## src/rtl/writeback_unit_pkg.sv

```systemverilog
// Shared definitions for the writeback unit: load width encodings, FSM states
// and the captured context of an outstanding load.
package writeback_unit_pkg;

    localparam logic [2:0] LB  = 3'b000;
    localparam logic [2:0] LH  = 3'b001;
    localparam logic [2:0] LW  = 3'b010;
    localparam logic [2:0] LBU = 3'b100;
    localparam logic [2:0] LHU = 3'b101;

    typedef enum logic {
        IDLE      = 1'b0,
        WAIT_LOAD = 1'b1
    } wb_state_e;

    typedef struct packed {
        logic [4:0] rd;
        logic [2:0] funct3;
        logic [1:0] offset;
    } ld_ctx_t;

endpackage

```

## src/rtl/writeback_unit_load_extend.sv

```systemverilog
// Combinational load data alignment and sign/zero extension.
module load_extend
    import writeback_unit_pkg::*;
(
    input  logic [31:0] word,
    input  logic [2:0]  funct3,
    input  logic [1:0]  offset,
    output logic [31:0] value
);

    logic [7:0]  w_byte;
    logic [15:0] w_half;

    always_comb begin
        w_byte = word[{offset, 3'b000} +: 8];
        w_half = offset[1] ? word[31:16] : word[15:0];
        case (funct3)
            LB:      value = {{24{w_byte[7]}}, w_byte};
            LH:      value = {{16{w_half[15]}}, w_half};
            LBU:     value = {24'd0, w_byte};
            LHU:     value = {16'd0, w_half};
            LW:      value = word;
            default: value = word;
        endcase
    end

endmodule

```

## src/rtl/writeback_unit.sv

```systemverilog
// Retire stage writeback: direct ALU results, or waits for one outstanding
// load response, with sticky error on timeout or unsolicited responses.
module writeback_unit
    import writeback_unit_pkg::*;
#(
    parameter int TIMEOUT_CYCLES = 255
) (
    input  logic        clk,
    input  logic        rst_n,
    input  logic        ex_valid,
    output logic        ex_ready,
    input  logic [4:0]  ex_rd,
    input  logic [31:0] ex_result,
    input  logic        ex_is_load,
    input  logic [2:0]  ex_funct3,
    input  logic [1:0]  ex_addr_lo,
    input  logic        dmem_rvalid,
    input  logic [31:0] dmem_rdata,
    output logic        rf_we,
    output logic [4:0]  rf_wa,
    output logic [31:0] rf_wd,
    output logic        load_pending,
    output logic [4:0]  pending_rd,
    output logic        err
);

    localparam int CW = ($clog2(TIMEOUT_CYCLES) < 1) ? 1 : $clog2(TIMEOUT_CYCLES);
    localparam logic [CW-1:0] CNT_LAST = CW'(TIMEOUT_CYCLES - 1);

    wb_state_e     r_state, w_state_nxt;
    logic [CW-1:0] r_cnt, w_cnt_nxt;
    ld_ctx_t       r_ld, w_ld_nxt;
    logic          r_err, w_err_nxt;
    logic          r_rf_we, w_rf_we_nxt;
    logic [4:0]    r_rf_wa, w_rf_wa_nxt;
    logic [31:0]   r_rf_wd, w_rf_wd_nxt;
    logic          w_accept;
    logic [31:0]   w_ext;

    load_extend u_load_extend (
        .word   (dmem_rdata),
        .funct3 (r_ld.funct3),
        .offset (r_ld.offset),
        .value  (w_ext)
    );

    assign ex_ready     = (r_state == IDLE) && !r_err;
    assign w_accept     = ex_valid && ex_ready;
    assign load_pending = (r_state == WAIT_LOAD);
    assign pending_rd   = (r_state == WAIT_LOAD) ? r_ld.rd : 5'd0;
    assign err          = r_err;
    assign rf_we        = r_rf_we;
    assign rf_wa        = r_rf_wa;
    assign rf_wd        = r_rf_wd;

    always_ff @(posedge clk) begin
        if (!rst_n) r_state <= IDLE;
        else        r_state <= w_state_nxt;
    end

    always_comb begin
        w_state_nxt = r_state;
        w_cnt_nxt   = r_cnt;
        w_ld_nxt    = r_ld;
        w_err_nxt   = r_err;
        w_rf_we_nxt = 1'b0;
        w_rf_wa_nxt = r_rf_wa;
        w_rf_wd_nxt = r_rf_wd;
        case (r_state)
            IDLE: begin
                // No load is outstanding, so any response here is unsolicited.
                if (dmem_rvalid) w_err_nxt = 1'b1;
                if (w_accept) begin
                    if (ex_is_load) begin
                        w_ld_nxt    = '{rd: ex_rd, funct3: ex_funct3, offset: ex_addr_lo};
                        w_cnt_nxt   = '0;
                        w_state_nxt = WAIT_LOAD;
                    end else begin
                        w_rf_we_nxt = (ex_rd != 5'd0);
                        w_rf_wa_nxt = ex_rd;
                        w_rf_wd_nxt = ex_result;
                    end
                end
            end
            WAIT_LOAD: begin
                if (dmem_rvalid) begin
                    w_rf_we_nxt = (r_ld.rd != 5'd0);
                    w_rf_wa_nxt = r_ld.rd;
                    w_rf_wd_nxt = w_ext;
                    w_cnt_nxt   = '0;
                    w_state_nxt = IDLE;
                end else if (r_cnt == CNT_LAST) begin
                    // r_cnt counts completed wait cycles; this is the last allowed one.
                    w_err_nxt   = 1'b1;
                    w_cnt_nxt   = '0;
                    w_state_nxt = IDLE;
                end else begin
                    w_cnt_nxt = r_cnt + CW'(1);
                end
            end
            default: w_state_nxt = IDLE;
        endcase
    end

    always_ff @(posedge clk) begin
        if (!rst_n) begin
            r_cnt   <= '0;
            r_ld    <= '0;
            r_err   <= 1'b0;
            r_rf_we <= 1'b0;
            r_rf_wa <= 5'd0;
            r_rf_wd <= 32'd0;
        end else begin
            r_cnt   <= w_cnt_nxt;
            r_ld    <= w_ld_nxt;
            r_err   <= w_err_nxt;
            r_rf_we <= w_rf_we_nxt;
            r_rf_wa <= w_rf_wa_nxt;
            r_rf_wd <= w_rf_wd_nxt;
        end
    end

endmodule
```

## config.mk

```make
export PLATFORM = sky130hd
export DESIGN_NAME = writeback_unit
export DESIGN_NICKNAME = d
export VERILOG_FILES = /design/src/rtl/writeback_unit_pkg.sv /design/src/rtl/writeback_unit_load_extend.sv /design/src/rtl/writeback_unit.sv
export SDC_FILE = /design/constraint.sdc
export NUM_CORES = 1
export LEC_CHECK = 0
export ABC_AREA = 1
export BUFFER_PORTS_ARGS = -buffer_cell sky130_fd_sc_hd__buf_2
export CAP_MARGIN = 20
export CORE_ASPECT_RATIO = 2
export CORE_UTILIZATION = 50
export DETAILED_ROUTE_END_ITERATION = 10
export PLACE_DENSITY = 0.88
export SYNTH_ARGS = -nofsm -noshare
export SYNTH_HDL_FRONTEND = slang
export SYNTH_SLANG_ARGS = --single-unit
```

## constraint.sdc

```tcl
create_clock -name clk -period 3.2 [get_ports clk]
set_input_delay 0.96 -clock clk [delete_from_list [all_inputs] [get_ports clk]]
set_output_delay 0.96 -clock clk [all_outputs]
set_load 0.05 [all_outputs]
```

; Yosys cells after proc, flatten, opt, wreduce, memory -nomap -nowiden
; Cells that the tools add are included.
[totals]
out_inout_bits = 46
ff_bits = 58
[op_classes]
n_shift = 1
bitwise = 1
n_addsub = 1
n_mux = 29
eq_ne = 11
reduce_logical = 10
[ops]
columns = op, n
row1 = case mux 32 bit (4 select lines), 1
row2 = 2-to-1 mux 32 bit, 3
row3 = case mux 32 bit (2 select lines), 1
row4 = 2-to-1 mux 8 bit, 4
row5 = variable part select 32 x 6 -> 8 bit, 1
row6 = 2-to-1 mux 5 bit, 4
row7 = 2-to-1 mux 16 bit, 1
row8 = case mux 8 bit (2 select lines), 1
row9 = "inequality test 2 bit, second input constant", 6
row10 = 2-to-1 mux 1 bit, 10
row11 = case mux 5 bit (2 select lines), 1
row12 = nonzero test 5 bit, 2
row13 = AND reduction 3 bit, 3
row14 = "adder 8 x 1 -> 8 bit, second input constant", 1
row15 = "equality test 8 bit, second input constant", 1
row16 = "equality test 3 bit, second input constant", 2
row17 = case mux 1 bit (2 select lines), 3
row18 = "equality test 3 x 1 -> 1 bit, second input constant", 1
row19 = zero test 3 bit, 1
row20 = logical AND 1 bit, 2
row21 = "inequality test 2 x 1 -> 1 bit, second input constant", 1
row22 = AND reduction 2 bit, 1
row23 = zero test 1 bit, 1
row24 = NOT 1 bit, 1

; Logic depth before layout (Yosys ltp)
; Gate-level depths: netlist of run 1.
[depth]
ltp_word = 5
mapped_depth = 11

; By module
; Synthesis of run 1 repeated with hierarchy kept, for this count alone.
[unflattened]
cells_unflattened = 609
area_unflattened_um2 = 3751.1
[modules_own_cells]
columns = module, seq_area_each_um2, n_inst, area_per_inst_um2, cells_per_inst
row1 = writeback_unit, 1161.1, 1, 2696.3, 415
row2 = load_extend, 0.0, 1, 1054.8, 194

; Worst setup path after synthesis of run 1
; Ideal clock, no wire load.
[synth_timing]
kind = register -> output
from = register r_state (netlist: load_pending)
to = output pending_rd[0]
path_slack_ps = 809
path_stages_with_launch = 4
arrival_time_ps = 1431
n_path_buf = 1
t_required_ps = 2240
cell_sequence = dfxtp_1 clkbuf_1 nand2_1 inv_1
[synth_via]
elab_chain_len = 1
[synth_lines]
columns = element, line
row1 = "start, declared", writeback_unit.sv:30  ; wb_state_e r_state, w_state_nxt;
row2 = "start signal, assigned", writeback_unit.sv:58  ; else r_state <= w_state_nxt;
row3 = 2-to-1 mux 5 bit, writeback_unit.sv:50  ; assign pending_rd = (r_state == WAIT_LOAD) ? r_ld.rd : 5'd0;
row4 = "end, declared", writeback_unit.sv:23  ; output logic [4:0] pending_rd,
; No other way between the ends.

; Final worst setup path of run 1
; Ends and elaborated chain as after synthesis.

==> flow_summary.json, run 1 <==
{
  "status": "completed",
  "gp_congestion": 0.913,
  "synth_xor_xnor_area_share_pct": 0.265,
  "peakVddDrop_mv": 0.386,
  "grt_pass1_vias": 3735,
  "grt_usage_pct": 31.5,
  "ctsHoldBuffers": 0,
  "io-pin-count": 125,
  "drtAntennaViolNets": 0,
  "tns_ns": 0,
  "finalMaxSlewViolations": 0,
  "avgSynthCellArea_um2": 6.23,
  "drt_wl_total_mm": 10.4,
  "post_cts_buffers": 0,
  "htree_levels": 3,
  "grt_pass1_wl_mm": 16.5,
  "synth_nets": 612,
  "clock_skew_ns": 0.00575,
  "tightest_slew_ns": 0.835,
  "ys_warn_count": 0,
  "synth_fa_ha_area_share_pct": 0.757,
  "drt_iter0_drc": 290,
  "num_vias": 3906,
  "setup_violations": 0,
  "die_w_um": 59.5,
  "p_seq_share_pct": 36.7,
  "hp-class": "flop to flop",
  "post-dp-hpwl_mm": 7.48,
  "via_per_inst": 5.37,
  "syn_inst": 531,
  "drv_cap": 0,
  "fp.dieH_um": 117,
  "overflow": 0,
  "clkPwrFrac_pct": 38.3,
  "cts_root_buffer": "clkbuf_16",
  "fin_crit_sh_pct": 68.4,
  "drive_above_1_share_pct": 24.9,
  "cts_resized": 0,
  "netlist_area_um2": 3310,
  "area_growth_pct": 26.5,
  "clock.fmax_mhz": 457,
  "synthSimpleGateAreaFrac_pct": 27.4,
  "grt_max_degree": 51,
  "numClockSinks": 58,
  "synth-compound-area-share_pct": 25.4,
  "io_buffers": 124,
  "num_antenna_cells": 0,
  "firstDrtPassIters": 5,
  "hold_viol": 0,
  "cts_buffers": 9,
  "post-route-min-period_ns": 2.19,
  "core_area_um2": 6360,
  "yosysUniqueCellTypes": 28,
  "path_max_fanout": 13,
  "start_util_pct": 52.0,
  "synth_top_family_by_area": "simple AND/OR/NAND/NOR gates",
  "total_leakage_power_nw": 2.12,
  "ys_seq_area_share_pct": 35.1,
  "hold_ws_ns": 0.474,
  "clock_path_buffers": 2,
  "p_sw_w": 0.000746,
  "totalPowerFinal_w": 0.00221,
  "start_kind": "flop",
  "powerDensity_nw_per_um2": 529,
  "p_int_w": 0.00147,
  "slew-limit-headroom_pct": 44.3,
  "clk_pin_slew_worst_paths_ns": 0.05,
  "cts_tree": "done",
  "worstSetupEndpointType": "output pin",
  "cp.arrival_ns": 1.23,
  "switching_share_pct": 33.7,
  "rsz0062_at_grt": "no",
  "cp.required_ns": 2.24,
  "die_area_um2": 6960,
  "rows": 41,
  "synthMuxAreaShare_pct": 0,
  "antenna_found_initial": 0,
  "clock_latency_ns": 0.32,
  "wire_per_inst_um": 14.3,
  "p_comb_share_pct": 25.1,
  "final_nets": 720,
  "drc": 0,
  "yosys_register_bits": 58,
  "setup.worst_path.class": "flop to output pin"
}
routing by layer:
layer	part of all wire, %	routed length, um	GRT usage, %
met5	0	0	0
met4	5.7	591	20.8
met3	4.9	509	6.26
met2	54	5570	55.8
met1	36	3740	32.6
stage by stage:
stage | setup WS (ns) | instances | utilization (%) | cell area, um^2
floorplan | 0.809 | 531 | - | 3310
global placement | 0.895 | 714 | 61.7 | 3920
detailed placement | 0.857 | 714 | 61.7 | 3920
CTS | 1.02 | 728 | 65.8 | 4180
global route | 0.841 | 728 | 65.8 | 4180
finish | 1.01 | 728 | 65.8 | 4180
cell usage in the layout (no fill, tap or decap), types with 2 or more instances in the layout:
cell type and instances:
inv_2 5, or2_2 9, ha_1 2, nand2_1 144
dfxtp_1 57, nand3_1 37, inv_1 53, o21ai_0 29
buf_4 4, a21oi_1 90, clkbuf_16 9, nand4_1 2
buf_2 124, o21ai_1 38, nor2_1 21, clkinv_2 2
path summary, 6_finish.rpt:
kind         cells past startpoint            end  slack, ns    startpoint
min                              2        r_ld[7]       0.47       r_ld[7]
max                              3  pending_rd[0]       1.01  load_pending
max reg2reg                      7      rf_wd[30]       1.10       r_ld[1]
min reg2reg                      2        r_ld[7]       0.47       r_ld[7]
Yosys cell counts:
| cell type | number | share of area, % |
|---|---|---|
| a21boi_0 | 1 | 0.23 |
| a21oi_1 | 90 | 14 |
| a21oi_2 | 1 | 0.26 |
| a21oi_4 | 1 | 0.49 |
| a31oi_1 | 1 | 0.19 |
| buf_1 | 1 | 0.11 |
| buf_2 | 15 | 2.3 |
| buf_4 | 2 | 0.45 |
| clkbuf_1 | 13 | 1.5 |
| clkinv_1 | 1 | 0.11 |
| dfxtp_1 | 58 | 35 |
| ha_1 | 2 | 0.76 |
| inv_1 | 53 | 6.0 |
| inv_2 | 5 | 0.57 |
| nand2_1 | 144 | 16 |
| nand3_1 | 37 | 5.6 |
| nand3_2 | 1 | 0.30 |
| nand4_1 | 2 | 0.38 |
| nor2_1 | 21 | 2.4 |
| nor2_4 | 1 | 0.34 |
| nor3_1 | 1 | 0.15 |
| nor3b_1 | 1 | 0.23 |
| o211ai_1 | 1 | 0.23 |
| o21ai_0 | 29 | 4.4 |
| o21ai_1 | 38 | 5.8 |
| o21bai_1 | 1 | 0.23 |
| or2_2 | 9 | 1.7 |
| xor2_1 | 1 | 0.26 |
critical path: stages, from the launching register on:
cell,delay [ns]
dfxtp_2,0.46
nand2_1,0.09
inv_1,0.09
buf_2,0.27
cell families after synthesis:
logic type | Yosys count
and+or+nand+nor | 217
AOI/OAI and AO/OA | 163
buffers and inverters | 90
DFF | 58
adders and majority gates | 2
xor gates and xnor gates | 1
flip-flops by register name, indices dropped and copies added, names as in the netlist:
signal / count
rf_wd: 32
r_ld: 10
r_cnt: 8
rf_wa: 5
err: 1
load_pending: 1
rf_we: 1
final cells by class:
cell class                 count  area (um^2)
fill                         619         2180
multi-input combinational    383         1780
sequential                    58         1160
timing repair buffer         128          651
clock buffer                  11          243
inverter                      59          221
tap                           86          108
clock inverter                 3         17.5
power by group through the flow:
stage | Clock (W) | Sequential, W | Combinational (W)
2_1_floorplan | 0 | 0.000969 | 0.000251
3_3_place_gp | 0 | 0.000822 | 0.000542
3_5_place_dp | 0 | 0.000824 | 0.000548
4_1_cts | 0.000854 | 0.000811 | 0.000553
5_1_grt | 0.000882 | 0.000816 | 0.000604
6_report | 0.000846 | 0.000812 | 0.000554
Note: power is estimated with default switching activity, not from simulation.
==> run 2, diff against run 1 <==
CORE_UTILIZATION = 45   (was 50)
PLACE_DENSITY = 0.84   (was 0.88)
clock period = 1.8 ns   (was 3.2 ns; I/O delays follow)
==> flow_summary.json, run 2 (synthesis gave the netlist of run 1 again) <==
{
  "status": "completed",
  "antenna_found_initial": 0,
  "final_cell_area_um2": 4350,
  "hp-class": "flop to flop",
  "start_kind": "flop",
  "hold_viol": 0,
  "io-pin-count": 125,
  "cp.arrival_ns": 1.22,
  "dr.max_layer_used": "met4",
  "finalMaxSlewViolations": 0,
  "slew-limit-headroom_pct": 73.1,
  "drt_iter0_drc": 276,
  "dr_wl_met2_mm": 5.76,
  "tns_ns": 0,
  "post-dp-hpwl_mm": 8.16,
  "final_nets": 731,
  "max_stage_delay_ns": 0.44,
  "totalPowerFinal_w": 0.00430,
  "cts_buffers": 9,
  "firstDrtPassIters": 5,
  "drc": 0,
  "worstSetupEndpointType": "output pin",
  "final_cell_mix": "nand2_1, buf_2, a21oi_1",
  "reg2reg_setup_slack_ns": 0.15,
  "total_leakage_power_nw": 2.20,
  "grt_max_degree": 51,
  "grt_pass1_wl_mm": 17.8,
  "htree_levels": 3,
  "slowest_stage": "dfxtp_4",
  "io_buffers": 124,
  "cts_root_buffer": "clkbuf_16",
  "powerDensity_nw_per_um2": 988,
  "num_vias": 4002,
  "cp.required_ns": 1.26,
  "grt_usage_pct": 29.8,
  "via_per_inst": 5.37,
  "hold_ws_ns": 0.476,
  "start_util_pct": 47.3,
  "setup_violations": 0,
  "dpl_cell_area_um2": 4030,
  "gp_congestion": 0.954,
  "ctsHoldBuffers": 0,
  "clock_latency_ns": 0.33,
  "fp.dieH_um": 123,
  "grt_pass1_vias": 3921,
  "critPathTopFamily": "flip-flops",
  "met3_length_um": 696,
  "area_growth_pct": 31.6,
  "crit_chain": "nand2_1, inv_1, buf_2",
  "post-route-min-period_ns": 1.76,
  "drive_above_1_share_pct": 26.7,
  "num_antenna_cells": 0,
  "critPathBufInv": 2,
  "drv_cap": 0,
  "rows": 43,
  "setup.worst_path.class": "flop to output pin",
  "fin_crit_sh_pct": 97.6,
  "path_max_fanout": 14,
  "numClockSinks": 58,
  "peakVddDrop_mv": 0.845,
  "clk_pin_slew_worst_paths_ns": 0.05,
  "finish.utilization_pct": 62.2,
  "drt_wl_total_mm": 10.9,
  "drtAntennaViolNets": 0,
  "die_w_um": 62.6,
  "wire_per_inst_um": 14.7,
  "cts_tree": "done",
  "wirelength_met1_mm": 3.97,
  "clock.fmax_mhz": 569,
  "clock_skew_ns": 0.00392,
  "core_area_um2": 6990,
  "overflow": 0,
  "clock_path_buffers": 2,
  "largest_reg_flops": 32,
  "die_area_um2": 7710,
  "final_common_cell": "nand2_1",
  "rsz0062_at_grt": "no",
  "tightest_slew_ns": 0.403
}
-- run 2: changes by cell type in the layout (fill, tap and decap cells not counted), sizes merged --
| cell | previous run | this run |
|---|---|---|
| buf | 128 | 139 |
| clkbuf | 11 | 9 |
| bufinv | 0 | 2 |
| clkinv | 3 | 4 |
| clkinvlp | 1 | 2 |
-- run 2: area by class of cell --
cell class	instances	area, um^2
fill	678	2640
multi-input combinational	383	1790
sequential	58	1160
timing repair buffer	139	746
clock buffer	9	225
inverter	59	221
tap	90	113
clock inverter	7	93.8
-- run 2: path summary, 6_finish.rpt --
check / startpoint / endpoint / cells after the start
hold / removal: r_ld[5] / r_ld[5] / 2
setup reg to reg: r_ld[1] / rf_wd[31] / 8
hold reg to reg: r_ld[5] / r_ld[5] / 2
setup / recovery: load_pending / pending_rd[0] / 3
-- run 2: what timing repair did --
item	CTS	global route
endpoints found under the setup margin	4	0
gates resized for setup	1	0
buffers inserted	0	0
-- run 2: routing by layer --
| layer | GRT usage, % | vias to the layer above |
|---|---|---|
| li1 | - | 1971 |
| met1 | 30.6 | 1797 |
| met2 | 55.2 | 193 |
| met3 | 5.90 | 41 |
| met4 | 17.7 | 0 |
| met5 | 0 | - |
-- run 2: worst register-to-register path, stage by stage, from the launching register on --
cell and delay (ns):
dfxtp_1 0.49, clkinv_1 0.23, nand3_1 0.14, nand2_1 0.08
nand2_1 0.14, buf_4 0.19, nand3_1 0.07, nand2_1 0.12
a21oi_1 0.08
-- run 2: power by group --
group	internal, W	switching [W]
combinational	0.000309	0.000724
clock	0.00121	0.000617
sequential	0.00138	0.0000622
total	0.00290	0.00140
-- run 2: per-stage QoR --
step,setup WS (ns),cells
global route,0.00534,745
detailed placement,0.113,729
CTS,0.0603,745
floorplan,0.0104,531
finish,0.0429,745
global placement,0.150,729
